--- src/rtl/ex_muldiv_if.sv ---
// ---------------------------------------------------------------------------
// ex_muldiv_if -- request/response bundle of the M-extension execute unit.
//
// Signals
//   start       : M-extension op valid from the dec/ex register this cycle
//   op[2:0]     : funct3 (000 MUL .. 111 REMU)
//   rs1_p/rs2_p : forwarded operands A and B
//   rd_ad_p     : destination register of the op
//   kill        : flush the in-flight op (branch redirect)
//   result      : final value, valid while done=1, held afterwards
//   rd_out      : destination register of the completed op, held afterwards
//   done        : one-cycle completion pulse
//   busy        : unit is not idle
//   stall       : hold the upstream pipeline
//   unsupported : op not built into this configuration, valid with done
//
// Modports: master drives the request side (pipeline / bench), slave is the
// execute unit itself.
// ---------------------------------------------------------------------------
interface ex_muldiv_if;
    logic        start;
    logic [2:0]  op;
    logic [31:0] rs1_p;
    logic [31:0] rs2_p;
    logic [4:0]  rd_ad_p;
    logic        kill;
    logic [31:0] result;
    logic [4:0]  rd_out;
    logic        done;
    logic        busy;
    logic        stall;
    logic        unsupported;

    modport master (
        output start, op, rs1_p, rs2_p, rd_ad_p, kill,
        input  result, rd_out, done, busy, stall, unsupported
    );

    modport slave (
        input  start, op, rs1_p, rs2_p, rd_ad_p, kill,
        output result, rd_out, done, busy, stall, unsupported
    );
endinterface

--- src/rtl/ex_muldiv.sv ---
// ---------------------------------------------------------------------------
// ex_muldiv -- multi-cycle RV32 M-extension execute unit.
//
// Ports
//   clk   : single clock, all state changes on its rising edge
//   rst_n : synchronous active-low reset
//   bus   : ex_muldiv_if.slave (start/op/operands/rd/kill in,
//           result/rd_out/done/busy/stall/unsupported out)
//
// Parameter
//   MUL_STAGES : cycles from accept to done for multiplies, 1..3
//
// Build option
//   MULDIV_DIV_EN : when defined, builds the restoring divider for the
//                   DIV/DIVU/REM/REMU ops. When undefined those ops finish on
//                   the next edge with result 0 and unsupported=1.
//
// FSM: IDLE -> MUL/DIV -> DONE (one cycle, done=1) -> IDLE.
// Divide timeline (cnt_q in DIV): 0 setup/bypass, 1..32 iterate,
// 33 sign fixup, 34 commit into DONE -> done 35 cycles after accept.
// ---------------------------------------------------------------------------
module ex_muldiv #(
    parameter int MUL_STAGES = 2
) (
    input  logic       clk,
    input  logic       rst_n,
    ex_muldiv_if.slave bus
);

    typedef enum logic [1:0] {
        S_IDLE = 2'd0,
        S_MUL  = 2'd1,
        S_DIV  = 2'd2,
        S_DONE = 2'd3
    } state_t;

    localparam logic [5:0] MUL_LAST = 6'(MUL_STAGES - 1);

    state_t      state_q, state_d;
    logic [5:0]  cnt_q;
    logic [31:0] a_q, b_q;
    logic [1:0]  op_q;          // op[2] only steers the accept, not needed later
    logic [4:0]  rd_q;
    logic [31:0] result_q;
    logic [4:0]  rd_out_q;
    logic        unsup_q;

    logic        accept_s, commit_s, div_exit_s;
    logic        a_sgn_s, b_sgn_s;
    logic [63:0] a_ext_s, b_ext_s, prod_s;
    logic [31:0] mul_res_s;
    logic        done_s, busy_s, stall_s;

    assign accept_s = (state_q == S_IDLE) && bus.start && !bus.kill;
    assign commit_s = (state_d == S_DONE);

    // Multiplier: sign-extend to 64 bits so one unsigned product covers all
    // signedness mixes; only the low 64 bits are ever needed.
    always_comb begin
        a_sgn_s = (op_q == 2'b01) || (op_q == 2'b10);
        b_sgn_s = (op_q == 2'b01);
        a_ext_s = {{32{a_sgn_s & a_q[31]}}, a_q};
        b_ext_s = {{32{b_sgn_s & b_q[31]}}, b_q};
        prod_s  = a_ext_s * b_ext_s;
        if (op_q == 2'b00) begin
            mul_res_s = prod_s[31:0];
        end else begin
            mul_res_s = prod_s[63:32];
        end
    end

`ifdef MULDIV_DIV_EN
    localparam logic [5:0] DIV_ITER_LAST = 6'd32;
    localparam logic [5:0] DIV_FIX       = 6'd33;
    localparam logic [5:0] DIV_LAST      = 6'd34;

    logic [31:0] quo_q, rem_q, dvs_q;
    logic        a_neg_s, b_neg_s, dz_s, ovf_s, div_ok_s;
    logic [31:0] a_mag_s, b_mag_s, div_res_s;
    logic [32:0] rem_sh_s;
    logic [33:0] diff_s;

    // Divider datapath: magnitudes, special cases and one restoring step.
    always_comb begin
        a_neg_s = !op_q[0] && a_q[31];
        b_neg_s = !op_q[0] && b_q[31];
        if (a_neg_s) begin
            a_mag_s = 32'd0 - a_q;
        end else begin
            a_mag_s = a_q;
        end
        if (b_neg_s) begin
            b_mag_s = 32'd0 - b_q;
        end else begin
            b_mag_s = b_q;
        end
        dz_s     = (b_q == 32'd0);
        ovf_s    = !op_q[0] && (a_q == 32'h8000_0000) && (b_q == 32'hFFFF_FFFF);
        rem_sh_s = {rem_q, quo_q[31]};
        diff_s   = {1'b0, rem_sh_s} - {2'b00, dvs_q};
        // Trial subtract fits iff the 34-bit difference is below 2^32.
        div_ok_s = ~(diff_s[33] | diff_s[32]);
        if ((cnt_q == 6'd0) && dz_s) begin
            div_res_s = op_q[1] ? a_q : 32'hFFFF_FFFF;
        end else if ((cnt_q == 6'd0) && ovf_s) begin
            div_res_s = op_q[1] ? 32'd0 : 32'h8000_0000;
        end else begin
            div_res_s = op_q[1] ? rem_q : quo_q;
        end
        div_exit_s = ((cnt_q == 6'd0) && (dz_s || ovf_s)) || (cnt_q == DIV_LAST);
    end
`else
    // No divider: divide ops leave DIV after a single cycle.
    always_comb begin
        div_exit_s = 1'b1;
    end
`endif

    // State register.
    always_ff @(posedge clk) begin
        if (!rst_n) begin
            state_q <= S_IDLE;
        end else begin
            state_q <= state_d;
        end
    end

    // Next-state logic; kill in MUL/DIV abandons the op.
    always_comb begin
        state_d = state_q;
        case (state_q)
            S_IDLE: begin
                if (accept_s) begin
                    state_d = bus.op[2] ? S_DIV : S_MUL;
                end else begin
                    state_d = S_IDLE;
                end
            end
            S_MUL: begin
                if (bus.kill) begin
                    state_d = S_IDLE;
                end else if (cnt_q == MUL_LAST) begin
                    state_d = S_DONE;
                end else begin
                    state_d = S_MUL;
                end
            end
            S_DIV: begin
                if (bus.kill) begin
                    state_d = S_IDLE;
                end else if (div_exit_s) begin
                    state_d = S_DONE;
                end else begin
                    state_d = S_DIV;
                end
            end
            S_DONE:  state_d = S_IDLE;
            default: state_d = S_IDLE;
        endcase
    end

    // Output decode from the state register.
    always_comb begin
        done_s  = (state_q == S_DONE);
        busy_s  = (state_q != S_IDLE);
        stall_s = ((state_q == S_IDLE) && bus.start) ||
                  (state_q == S_MUL) || (state_q == S_DIV);
    end

    // Operand capture, cycle counter, divider steps and committed outputs.
    always_ff @(posedge clk) begin
        if (!rst_n) begin
            cnt_q    <= 6'd0;
            a_q      <= 32'd0;
            b_q      <= 32'd0;
            op_q     <= 2'd0;
            rd_q     <= 5'd0;
            result_q <= 32'd0;
            rd_out_q <= 5'd0;
            unsup_q  <= 1'b0;
`ifdef MULDIV_DIV_EN
            quo_q    <= 32'd0;
            rem_q    <= 32'd0;
            dvs_q    <= 32'd0;
`endif
        end else begin
            case (state_q)
                S_IDLE: begin
                    cnt_q <= 6'd0;
                    if (accept_s) begin
                        a_q  <= bus.rs1_p;
                        b_q  <= bus.rs2_p;
                        op_q <= bus.op[1:0];
                        rd_q <= bus.rd_ad_p;
                    end
                end
                S_MUL: begin
                    cnt_q <= cnt_q + 6'd1;
                    if (commit_s) begin
                        result_q <= mul_res_s;
                        rd_out_q <= rd_q;
                        unsup_q  <= 1'b0;
                    end
                end
                S_DIV: begin
`ifdef MULDIV_DIV_EN
                    cnt_q <= cnt_q + 6'd1;
                    if (cnt_q == 6'd0) begin
                        quo_q <= a_mag_s;
                        rem_q <= 32'd0;
                        dvs_q <= b_mag_s;
                    end else if (cnt_q <= DIV_ITER_LAST) begin
                        quo_q <= {quo_q[30:0], div_ok_s};
                        rem_q <= div_ok_s ? diff_s[31:0] : rem_sh_s[31:0];
                    end else if (cnt_q == DIV_FIX) begin
                        if (a_neg_s ^ b_neg_s) begin
                            quo_q <= 32'd0 - quo_q;
                        end
                        if (a_neg_s) begin
                            rem_q <= 32'd0 - rem_q;
                        end
                    end
                    if (commit_s) begin
                        result_q <= div_res_s;
                        rd_out_q <= rd_q;
                        unsup_q  <= 1'b0;
                    end
`else
                    if (commit_s) begin
                        result_q <= 32'd0;
                        rd_out_q <= rd_q;
                        unsup_q  <= 1'b1;
                    end
`endif
                end
                default: begin
                    cnt_q <= cnt_q;
                end
            endcase
        end
    end

    assign bus.result      = result_q;
    assign bus.rd_out      = rd_out_q;
    assign bus.unsupported = unsup_q;
    assign bus.done        = done_s;
    assign bus.busy        = busy_s;
    assign bus.stall       = stall_s;

endmodule
--- src/flat_wrapper.sv ---
// flat-port wrapper written by rule: the top's interface ports become plain ports
module ex_muldiv_flat 
#(
    parameter int MUL_STAGES = 2
)
  (clk, rst_n, bus_start, bus_op, bus_rs1_p, bus_rs2_p, bus_rd_ad_p, bus_kill, bus_result, bus_rd_out, bus_done, bus_busy, bus_stall, bus_unsupported);
  ex_muldiv_if bus_i ();
  input  logic clk;
  input  logic rst_n;
  input wire logic [$bits(bus_i.start)-1:0] bus_start;
  input wire logic [$bits(bus_i.op)-1:0] bus_op;
  input wire logic [$bits(bus_i.rs1_p)-1:0] bus_rs1_p;
  input wire logic [$bits(bus_i.rs2_p)-1:0] bus_rs2_p;
  input wire logic [$bits(bus_i.rd_ad_p)-1:0] bus_rd_ad_p;
  input wire logic [$bits(bus_i.kill)-1:0] bus_kill;
  output wire logic [$bits(bus_i.result)-1:0] bus_result;
  output wire logic [$bits(bus_i.rd_out)-1:0] bus_rd_out;
  output wire logic [$bits(bus_i.done)-1:0] bus_done;
  output wire logic [$bits(bus_i.busy)-1:0] bus_busy;
  output wire logic [$bits(bus_i.stall)-1:0] bus_stall;
  output wire logic [$bits(bus_i.unsupported)-1:0] bus_unsupported;
  assign bus_i.start = bus_start;
  assign bus_i.op = bus_op;
  assign bus_i.rs1_p = bus_rs1_p;
  assign bus_i.rs2_p = bus_rs2_p;
  assign bus_i.rd_ad_p = bus_rd_ad_p;
  assign bus_i.kill = bus_kill;
  assign bus_result = bus_i.result;
  assign bus_rd_out = bus_i.rd_out;
  assign bus_done = bus_i.done;
  assign bus_busy = bus_i.busy;
  assign bus_stall = bus_i.stall;
  assign bus_unsupported = bus_i.unsupported;
  ex_muldiv #(.MUL_STAGES(MUL_STAGES)) u_core (.clk(clk), .rst_n(rst_n), .bus(bus_i));
endmodule
--- config.mk ---
export PLATFORM = sky130hd
export DESIGN_NAME = ex_muldiv_flat
export DESIGN_NICKNAME = d
export VERILOG_FILES = /design/src/rtl/ex_muldiv_if.sv /design/src/rtl/ex_muldiv.sv /design/src/flat_wrapper.sv
export SDC_FILE = /design/constraint.sdc
export NUM_CORES = 2
export LEC_CHECK = 0
export BUFFER_PORTS_ARGS = -buffer_cell sky130_fd_sc_hd__buf_2
export CAP_MARGIN = 20
export CORE_ASPECT_RATIO = 0.8
export CORE_MARGIN = 3
export CORE_UTILIZATION = 26
export CTS_CLUSTER_DIAMETER = 120
export DETAILED_ROUTE_END_ITERATION = 6
export PLACE_DENSITY_LB_ADDON = 0.3
export SLEW_MARGIN = 40
export SYNTH_ARGS = -nofsm -noshare
export SYNTH_HDL_FRONTEND = slang
export SYNTH_SLANG_ARGS = --single-unit
--- constraint.sdc ---
create_clock -name clk -period 8.12 [get_ports clk]
set_input_delay 1.624 -clock clk [delete_from_list [all_inputs] [get_ports clk]]
set_output_delay 1.624 -clock clk [all_outputs]
set_load 0.05 [all_outputs]
Word-level counts from Yosys, hierarchy flattened
Cells that the tools add are included.
{ "word_totals": {"ff_bits": 117, "latch_bits": 0, "ram_bits": 0, "romBits": 0, "in_bits": 76, "out_inout_bits": 41, "wordCells": 51, "memories": 0} }
{ "op_classes": {"add_sub_neg": 1, "n_mul": 1, "div": 0, "magnitude_cmp": 0, "n_eq_ne": 9, "shifts": 0, "mux": 14, "n_bitwise": 2, "n_reduce_logical": 15} }
{ "op_table": {"columns": ["cell", "n"], "rows": [
  ["$mux W32", 3],
  ["$mul A33 B33 Y64", 1],
  ["$pmux W32 S2", 1],
  ["$pmux W6 S2", 1],
  ["$mux W2", 5],
  ["$eq A2 B2 Y1 const B", 4],
  ["$pmux W2 S4", 1],
  ["$add A6 B1 Y6 const B", 1],
  ["$eq A6 B1 Y1 const B", 1],
  ["$reduce_bool A2 Y1", 3],
  ["$eq A2 B1 Y1 const B", 2],
  ["$logic_not A2 Y1", 2],
  ["$ne A2 B1 Y1 const B", 2],
  ["$reduce_and A2 Y1", 2],
  ["$logic_or A1 B1 Y1", 3],
  ["$reduce_and A3 Y1", 1],
  ["$and A1 B1 Y1", 2],
  ["$logic_and A1 B1 Y1", 2],
  ["$mux W1", 2],
  ["$pmux W1 S2", 1],
  ["$reduce_or A2 Y1", 1],
  ["$logic_not A1 Y1", 1]
]} }

Longest topological paths before layout
{ "logic_depth": {"ltp_word": 8, "depth_mapped": 32, "mapped_depth_nobuf": 30} }

Worst setup path before layout
OpenSTA, ideal clock, no wires.
{ "synth_path": {"path_type": "reg-to-reg", "from": "register u_core.op_q[0]", "to": "register u_core.result_q[31], in the netlist u_core.bus.result[31]", "setup_ps": 122, "arrival_time_ps": 8275, "required_ps": 7998, "setup_slack_ps": -277, "path_stages_with_launch": 32, "path_buffers": 2, "synth_period_minus_slack_ps": 8397, "cell_sequence": "dfxtp_1 > inv_1 > ha_1 > and2_0 > clkbuf_1 > nand2_1 > inv_1 > fa_1 > inv_1 > fa_1 > inv_1 > fa_1 > fa_1 > inv_1 > fa_1 > inv_1 > fa_1 > inv_1 > fa_1 > fa_1 > inv_1 > ha_1 > clkbuf_8 > a21o_1 > a21o_1 > a21o_1 > a21o_2 > a21oi_1 > o21ai_0 > a31oi_4 > o21bai_4 > o311a_1"} }
{ "synth_between": {"elab_chain_len": 7, "word_cells_on_any_way": 10, "classes_between": "mul (1); eq/ne (2); mux (3); bitwise (2); reduce/logical (2)"} }
{ "synth_rtl": {"columns": ["element", "line", "rtl"], "rows": [
  ["start: declaration", "ex_muldiv.sv:42", "logic [1:0] op_q;"],
  ["start signal: assignment", "ex_muldiv.sv:193", "op_q <= bus.op[1:0];"],
  ["$eq A2 B1 Y1 / $eq A2 B2 Y1 (equally long branches)", "ex_muldiv.sv:60, ex_muldiv.sv:61", null],
  ["$logic_or A1 B1 Y1", "ex_muldiv.sv:60", "a_sgn_s = (op_q == 2'b01) || (op_q == 2'b10);"],
  ["$and A1 B1 Y1", "ex_muldiv.sv:62", "a_ext_s = {{32{a_sgn_s & a_q[31]}}, a_q};"],
  ["$mul A33 B33 Y64", "ex_muldiv.sv:64", "prod_s = a_ext_s * b_ext_s;"],
  ["$mux W32 (*)", "ex_muldiv.sv:65", "if (op_q == 2'b00) begin"],
  ["$mux W32 (*)", "ex_muldiv.sv:199", "if (commit_s) begin"],
  ["$pmux W32 S2 (*)", "ex_muldiv.sv:187", "case (state_q)"],
  ["end signal: assignment", "ex_muldiv.sv:200", "result_q <= mul_res_s;"],
  ["end: declaration", "ex_muldiv.sv:44", "logic [31:0] result_q;"]
]} }
Mark *: on every way between the ends. The rest lies on a longest branch, timed or not. The select of a mux whose other input is x is not followed.
A chain may end at the register's enable or synchronous reset.

Final worst setup path
{ "layout_path": {"from": "register u_core.op_q[0]", "to": "register u_core.result_q[25], in the netlist u_core.bus.result[25]"} }
Same word-level chain as after synthesis.

==> results.yml <==
status:
  status: "complete, no violations"
placed_design:
  io_buffers: 116
  hpwlAfterDp_mm: 110
  gp_congestion: 0.905
  placed_cells: 7040
  place_area_mm2: 0.0476
pwr:
  p_leak_uw: 0.0225
  power_density_mw_per_mm2: 55.3
  p_switching_uw: 1200
  power_frac_comb_pct: 47.4
  peakVddDrop_mv: 0.146
  power_frac_clock_pct: 29.5
  p_sw_share_pct: 44.5
  seq_power_share_pct: 23.1
  internal_power_uw: 1490
  power_uw: 2690
layout:
  layout-drive-gt1-share_pct: 10.8
  fillers: 17200
  fin_nets: 6357
  mostFrequentLayoutCells: "inv_1 (1183), fa_1 (1117), nand2_1 (969), and2_1 (280), ha_1 (215)"
  fin_area_mm2: 0.0486
  stdcell_count: 7092
  multi_input_area_mm2: 0.0350
  final_common_cell: "inv_1"
  regArea_mm2: 0.00236
  insertedDiodeCount: 0
  syn_to_final_growth_pct: 13.6
  final_util_pct: 29.9
clock_tree:
  clockBufferDepth: 2
  path_clk_slew_ps: 80
  clockRootBuffer: "clkbuf_16"
  cts_tree: "done"
  cts.sinks: 117
  cts_inserted_buffers: 17
  h-tree-depth: 4
  clkLatencyLatePin_ps: 480
grt:
  antenna_found_initial: 4
  grt_max_degree: 60
  grt_pass1_vias: 34600
  grt_remaining_overflow: 0
  grt_use_total_pct: 16.1
  grt_pass1_wl_mm: 211
logic_synthesis:
  synth_compound_area_share_pct: 5.43
  synthSimpleGateAreaFrac_pct: 15.1
  synth_edf_count: 0
  synth-xor-area-share_pct: 1.41
  async_flop_share_pct: 0
  netlist_instances: 4803
  ys_ff_latch: 117
  ys_types: 81
  synthMuxAreaShare_pct: 0.257
  yosys_warnings: 0
  yosysSeqAreaShare_pct: 5.47
  synthAdderAreaFrac_pct: 59.1
  synth_top_family_by_area: "adder cells"
  synth_fp_nets: 6224
  avgSynthCellArea_um2: 8.91
  synth_area_mm2: 0.0428
  ys.flop_type: "dfxtp_1"
critical_path:
  rr_endpoint: "u_core.bus.result[25]"
  r2r_cells: 28
  crit_fanout: 7
  max_stage_delay_ps: 560
  reg2reg_from: "u_core.op_q[0]"
  cp.arrival_ps: 8330
  crit_type: "reg -> reg"
  crit_required_ps: 8460
  end_kind: "flop"
  crit_path_frequent_cell: "fa_1"
  startpoint_type: "flop"
  slowest_stage: "fa_1"
  r2r_slack_ps: 140
sta:
  finClkSkew_ps: 20.2
  fin_crit_ps: 7980
  rsz0062_at_grt: "yes"
  setup_viol: 0
  relSlewSlack_pct: 48.2
  tightest_slew_ps: 776
  min_period_over_period_pct: 98.3
  finalHoldViolations: 0
  max_freq_mhz: 125
  finalMaxSlewViolations: 0
flow_run:
  drv_cap: 0
routing:
  first_pass_iters: 5
  via_per_inst: 4.46
  drt_iter0_markers: 2073
  num_vias: 31600
  detail_route.wl_per_cell_um: 18.8
  antenna_left: 0
  drc: 0
  wl_mm: 133
min_path:
  hold_depth: 2
  hold_path_end: "u_core.rd_q[4]"
  hold_path_startpoint: "u_core.rd_q[4]"
  hp-class: "reg -> reg"
floorplan:
  start_util_pct: 26.3
  die_x_um: 460
  rows: 132
  coreArea_mm2: 0.163
  die_y_um: 369
  boundaryPins: 117
  die-area_mm2: 0.170
area by class of cell:
type,count,area share [%]
well taps,2144,5.52
flip-flops and latches,117,4.85
inverters,1198,9.27
repair buffers,398,7.17
clock inverters,12,0.245
clock buffers,19,0.911
multi-input cells,3204,72.0
power groups by stage:
stage | combinational, uW | clock [uW] | sequential, uW
2_1_floorplan | 702 | 0 | 633
3_3_place_gp | 1250 | 0 | 633
3_5_place_dp | 1250 | 0 | 633
4_1_cts | 1260 | 822 | 620
5_1_grt | 1400 | 835 | 623
6_report | 1280 | 794 | 621
worst max-delay path: cells and delay by family (launching register included):
family,cells,cell delay (ps)
AND/OR/NAND/NOR,5,1040
flip-flops,1,330
buffers and inverters,8,690
adder cells (fa/ha/maj),10,4550
AO/OA/AOI/OAI,4,1080
XOR/XNOR,1,160
metrics by stage:
stage,hold slack [ps],setup TNS (ps),setup slack [ps]
final,467,0,136
after global routing,488,-568,-143
after CTS,468,-23.0,-23.0
after detailed placement,458,-296,-78.7
after global placement,445,-43.4,-30.2
after floorplan,443,0,27.4
what timing repair did:
item,4_1_cts,5_1_grt
hold buffers,0,0
setup buffers,1,18
setup endpoints to repair,9,28
cloned,0,2
pin swaps,3,46
gates resized for setup,5,81
synth_stat cells (all sizes together), types with 21 or more instances:
master	number	area [um^2]
inv	1198	4500
fa	1125	22500
nand2	973	3650
and2	282	1770
clkbuf	269	1070
ha	220	2750
dfxtp	117	2340
a21boi	74	559
a21oi	70	369
nor2	65	244
o21ai	47	239
xnor2	39	342
xor2	30	263
a21o	27	206
and3	21	131
registers in the layout, indices dropped and copies added, names as in the netlist:
| register | count |
|---|---|
| u_core.a_q | 32 |
| u_core.b_q | 32 |
| u_core.bus.rd_out | 5 |
| u_core.bus.result | 32 |
| u_core.bus.unsupported | 1 |
| u_core.cnt_q | 6 |
| u_core.op_q | 2 |
| u_core.rd_q | 5 |
| u_core.state_q | 2 |
layer usage:
metal  vias up  share of wire [%]  track usage, %
met5         -                  0               0
met4         0                1.7            2.85
met3       121                4.6            1.73
met2       794                 45            25.4
met1     16700                 48            23.9
li1      14100                  -               -
cells by family after synthesis:
group | count (synthesis)
xor+xnor | 69
simple gates | 1448
compound gates | 331
flops | 117
buf+inv | 1482
mux | 11
fa+ha+maj | 1345
worst max-delay path by stage:
stage                         startpoint                    end  slack, ps  depth (start not counted)
after floorplan           u_core.op_q[0]  u_core.bus.result[31]         30                         31
after global placement     u_core.b_q[3]  u_core.bus.result[15]        -30                         26
after detailed placement  u_core.op_q[0]  u_core.bus.result[25]        -80                         29
after CTS                 u_core.op_q[0]  u_core.bus.result[25]        -20                         28
after global routing      u_core.op_q[0]  u_core.bus.result[25]       -140                         28
final                     u_core.op_q[0]  u_core.bus.result[25]        140                         28
Power figures use the tool's default switching activity.
